File: src/rtl/memory_arbiter.sv
// Arbitrates the single-ported main memory between instruction fetch (read-only)
// and the data port; data wins contention, bounded by a starvation streak counter.
module memory_arbiter #(
  parameter int unsigned ADDRESS_WIDTH   = 32,
  parameter int unsigned DATA_WIDTH      = 32,
  parameter int unsigned MAX_DATA_STREAK = 4
) (
  input  logic                     clock,
  input  logic                     reset_n,
  input  logic                     fetch_request,
  input  logic [ADDRESS_WIDTH-1:0] fetch_address,
  output logic                     fetch_ready,
  output logic                     fetch_response_valid,
  output logic [DATA_WIDTH-1:0]    fetch_read_data,
  input  logic                     data_request,
  input  logic                     data_write,
  input  logic [ADDRESS_WIDTH-1:0] data_address,
  input  logic [DATA_WIDTH-1:0]    data_write_value,
  output logic                     data_ready,
  output logic                     data_response_valid,
  output logic [DATA_WIDTH-1:0]    data_read_data,
  output logic                     data_error,
  output logic                     mem_read_enable,
  output logic [ADDRESS_WIDTH-1:0] mem_read_address,
  input  logic [DATA_WIDTH-1:0]    mem_read_value,
  output logic                     mem_write_enable,
  output logic [ADDRESS_WIDTH-1:0] mem_write_address,
  output logic [DATA_WIDTH-1:0]    mem_write_value
);

  localparam logic [3:0]               STREAK_MAX = 4'(MAX_DATA_STREAK);
  localparam logic [ADDRESS_WIDTH-1:0] WORD_MASK  = ~ADDRESS_WIDTH'(3);

  // Owner and kind of the single outstanding response, folded into one state.
  typedef enum logic [2:0] {
    RSP_NONE,
    RSP_FETCH_READ,
    RSP_DATA_READ,
    RSP_DATA_WRITE,
    RSP_DATA_ERROR
  } rsp_e;

  rsp_e       rsp_q, rsp_d;
  logic [3:0] streak_q, streak_d;
  logic       fetch_grant;
  logic       data_grant;
  logic       data_misaligned;

  assign data_misaligned = (data_address[1:0] != 2'b00);

  // Grants are qualified by reset_n so nothing reaches memory while in reset.
  always_comb begin
    data_grant  = reset_n && data_request &&
                  !(fetch_request && (streak_q == STREAK_MAX));
    fetch_grant = reset_n && fetch_request && !data_grant;
  end

  assign fetch_ready = fetch_grant;
  assign data_ready  = data_grant;

  always_comb begin
    streak_d = streak_q;
    if (!fetch_request || fetch_grant) begin
      streak_d = '0;
    end else if (data_grant && (streak_q != STREAK_MAX)) begin
      streak_d = streak_q + 4'd1;
    end
  end

  always_comb begin
    rsp_d = RSP_NONE;
    if (fetch_grant) begin
      rsp_d = RSP_FETCH_READ;
    end else if (data_grant) begin
      if (data_misaligned) rsp_d = RSP_DATA_ERROR;
      else if (data_write) rsp_d = RSP_DATA_WRITE;
      else                 rsp_d = RSP_DATA_READ;
    end
  end

  always_ff @(posedge clock or negedge reset_n) begin
    if (!reset_n) begin
      rsp_q    <= RSP_NONE;
      streak_q <= '0;
    end else begin
      rsp_q    <= rsp_d;
      streak_q <= streak_d;
    end
  end

  // Stores mirror the address onto read_address: the memory indexes writes by it.
  always_comb begin
    mem_read_enable   = 1'b0;
    mem_read_address  = '0;
    mem_write_enable  = 1'b0;
    mem_write_address = '0;
    mem_write_value   = '0;
    if (fetch_grant) begin
      mem_read_enable  = 1'b1;
      mem_read_address = fetch_address & WORD_MASK;
    end else if (data_grant && !data_misaligned) begin
      mem_read_address = data_address;
      if (data_write) begin
        mem_write_enable  = 1'b1;
        mem_write_address = data_address;
        mem_write_value   = data_write_value;
      end else begin
        mem_read_enable = 1'b1;
      end
    end
  end

  always_comb begin
    fetch_response_valid = (rsp_q == RSP_FETCH_READ);
    data_response_valid  = (rsp_q == RSP_DATA_READ) || (rsp_q == RSP_DATA_WRITE) ||
                           (rsp_q == RSP_DATA_ERROR);
    data_error           = (rsp_q == RSP_DATA_ERROR);
    fetch_read_data      = (rsp_q == RSP_FETCH_READ) ? mem_read_value : '0;
    data_read_data       = (rsp_q == RSP_DATA_READ)  ? mem_read_value : '0;
  end

endmodule

File: config.mk
export PLATFORM = sky130hd
export DESIGN_NAME = memory_arbiter
export DESIGN_NICKNAME = d
export VERILOG_FILES = /design/src/rtl/memory_arbiter.sv
export SDC_FILE = /design/constraint.sdc
export NUM_CORES = 1
export LEC_CHECK = 0
export CAP_MARGIN = 20
export CELL_PAD_IN_SITES_DETAIL_PLACEMENT = 1
export CELL_PAD_IN_SITES_GLOBAL_PLACEMENT = 1
export CORE_MARGIN = 1
export CORE_UTILIZATION = 11
export DETAILED_ROUTE_END_ITERATION = 10
export PLACE_DENSITY_LB_ADDON = 0.1
export SYNTH_ARGS = -nofsm -noshare
export SYNTH_HDL_FRONTEND = slang
export SYNTH_SLANG_ARGS = --single-unit
File: constraint.sdc
create_clock -name clock -period 2.26 [get_ports clock]
set_input_delay 0.339 -clock clock [delete_from_list [all_inputs] [get_ports clock]]
set_output_delay 0.339 -clock clock [all_outputs]
set_load 0.02 [all_outputs]
==> qor.yml <==
status:
  outcome: "complete, but fails checks"
  violations: "negative setup slack"
timing:
  rsz0062_at_grt: "yes"
  final_hold_viol_count: 0
  finalCritPeriodShare: 1.01
  slew_violations: 0
  setup_viol: 6
  period_minus_slack_ps: 2290
  clock_skew_ps: 4.54
  worst_slack_ps: -28.1
  fmax_mhz: 437
  hold_ws_ps: 256
power:
  switching_share: 0.299
  pwr-share-clk: 0.291
  p_per_area_nw_per_um2: 200
  vdd_ir_drop_max_mv: 0.162
  p_int_mw: 0.743
  seq_power_share: 0.125
  power_frac_comb: 0.583
  leakagePower_nw: 2.68
  p_sw_mw: 0.317
setup_path:
  crit_arrival_ps: 1950
  worstSetupStartpointType: "flop"
  r2r-start: "streak_q[1]"
  setup.worst_path.start: "streak_q[1]"
  crit_fanout: 6
  critPathRequiredTime_ps: 1920
  crit_type: "reg2out"
  ff2ff_setup_slack_ps: 460
  endpoint_kind: "output pin"
floorplan:
  dieWidth_um: 124
  coreArea_um2: 14500
  rows: 44
  dieArea_um2: 15300
  io_pins: 300
  fp.dieH_um: 124
  start_util: 0.112
layout:
  final_cell_mix: "clkdlybuf4s50_1, and2_1, buf_6"
  syn_to_final_growth_pct: 224
  fillCellCount: 1711
  drive_above_1_share: 0.309
  final_common_cell: "clkdlybuf4s50_1"
  final_cells: 725
  design_area_um2: 5290
  multi_input_area_um2: 1420
  regArea_um2: 175
  num-nets-final: 677
  n_antenna_cell: 0
placed_design:
  dp.cells: 705
  post-place-ws_ps: -578
  portBuffers: 293
  routabilityCongestion: 0.729
  post-dp-hpwl_um: 9480
  place_area_um2: 4920
route:
  vias: 2881
  routed_wl_um: 11700
  antenna_left: 0
  routed_via_density: 3.97
  post_drt_wl_per_cell_um: 16.2
  drt_iter0_drc: 29
  drt_first_pass_iters: 3
  drc: 0
synth:
  synth.cell_area_um2: 1630
  yosysUniqueCellTypes: 31
  ys.warnings.count: 0
  netlist_instances: 229
  ys_ff_latch: 7
  ys_seq_area_frac: 0.107
  syn_area_per_cell_um2: 7.13
global_route:
  grt_max_degree: 34
  grt_pass1_wl_um: 16200
  grt.total_usage: 0.140
  grt_pass1_vias: 2903
  antenna_found_initial: 0
  grt_remaining_overflow: 0
cts:
  postCtsHoldBufs: 0
  cts.path.max_buffers: 2
  cts_tree: "built"
  htree_levels: 1
  cts.sinks: 7
  root_buffer: "clkbuf_16"
  cts_inserted_buffers: 3
  clkLatencyLatePin_ps: 240
  cts.clk_slew.worst_paths_ps: 40
min_path:
  hold_class: "in2async"
run:
  maxCapViolations: 0
what timing repair did:
| action | in CTS | in global routing |
|---|---|---|
| resized for setup | 514 | 87 |
| gates cloned | 4 | 1 |
| buffers inserted | 11 | 3 |
| pin swaps | 5 | 10 |
| endpoints found under the setup margin | 128 | 105 |
through the flow:
stage | utilization | TNS [ps] | total power, mW
finish | 0.364 | -137 | 1.06
CTS | 0.345 | -2400 | 1.06
global placement | 0.338 | -45560 | 0.733
detailed placement | 0.338 | -47780 | 0.739
global route | 0.364 | -2760 | 1.12
floorplan | - | 0 | 0.324
cells by family (layout without fill, tap and decap cells):
family | after synthesis | count (layout) | share of synthesized area
other cells | 1 | 4 | 0.00230
simple gates | 151 | 151 | 0.588
fa+ha+maj | 2 | 2 | 0.0153
flops | 7 | 7 | 0.107
compound gates | 39 | 39 | 0.199
buf+inv | 29 | 338 | 0.0881
layout make-up:
cell class | instances | area share
multi-input cells | 196 | 0.269
repair buffers | 329 | 0.636
inverters | 5 | 0.00355
flip-flops and latches | 7 | 0.0331
clock buffers | 4 | 0.0149
well taps | 184 | 0.0435
power groups by stage:
stage / clock network [mW] / logic [mW] / registers (mW)
2_1_floorplan: 0 / 0.190 / 0.134
3_3_place_gp: 0 / 0.599 / 0.134
4_1_cts: 0.315 / 0.613 / 0.133
3_5_place_dp: 0 / 0.605 / 0.135
6_report: 0.309 / 0.618 / 0.133
5_1_grt: 0.323 / 0.661 / 0.133
routing by layer:
layer,vias to the layer above,part of all wire,track usage
met3,2,0.12,0.0426
met2,182,0.56,0.300
met4,0,0.0014,0.0151
met1,1316,0.32,0.128
li1,1381,-,-
met5,-,0,0
Yosys cell counts:
cell | instances | area [µm²]
clkbuf_2 | 5 | 25.0
conb_1 | 1 | 3.75
buf_6 | 1 | 11.3
o21ai_0 | 1 | 5.00
nand2b_1 | 2 | 12.5
nor4b_4 | 1 | 23.8
ha_1 | 2 | 25.0
o22ai_1 | 1 | 6.26
a41oi_1 | 1 | 8.76
buf_2 | 5 | 25.0
nor4_4 | 1 | 21.3
and2_1 | 126 | 788
clkbuf_1 | 9 | 33.8
a22o_1 | 30 | 263
o32ai_1 | 1 | 8.76
and4b_4 | 1 | 13.8
nor3_1 | 1 | 5.00
nand3b_1 | 1 | 7.51
dfrtp_1 | 7 | 175
nand3_1 | 3 | 15.0
a21oi_1 | 2 | 10.0
o41ai_1 | 1 | 8.76
a21o_1 | 1 | 7.51
nor3b_1 | 1 | 7.51
a21boi_0 | 1 | 7.51
nor2_1 | 4 | 15.0
buf_4 | 4 | 30.0
nand2_1 | 7 | 26.3
or2_2 | 1 | 6.26
inv_1 | 5 | 18.8
and3b_1 | 2 | 17.5
flip-flops by register name, indices dropped and copies added, names as in the netlist:
signal,flops
rsp_q,3
streak_q,4
critical path, cell delays in order, from the launching register on:
cell and delay (ps):
dfrtp_1 360, inv_2 70, ha_4 160, and4b_4 200, nor4b_4 230, buf_4 170, bufbuf_16 260, and2_4 140
buf_6 120
worst paths after layout:
check	endpoint	depth (start not counted)
hold reg to reg	streak_q[3]	2
hold / removal	streak_q[3]	3
setup reg to reg	rsp_q[0]	8
min in group clock	rsp_q[2]	3
max in group asynchronous	rsp_q[1]	3
setup / recovery	mem_write_value[29]	8
(Power assumes the default switching activity.)
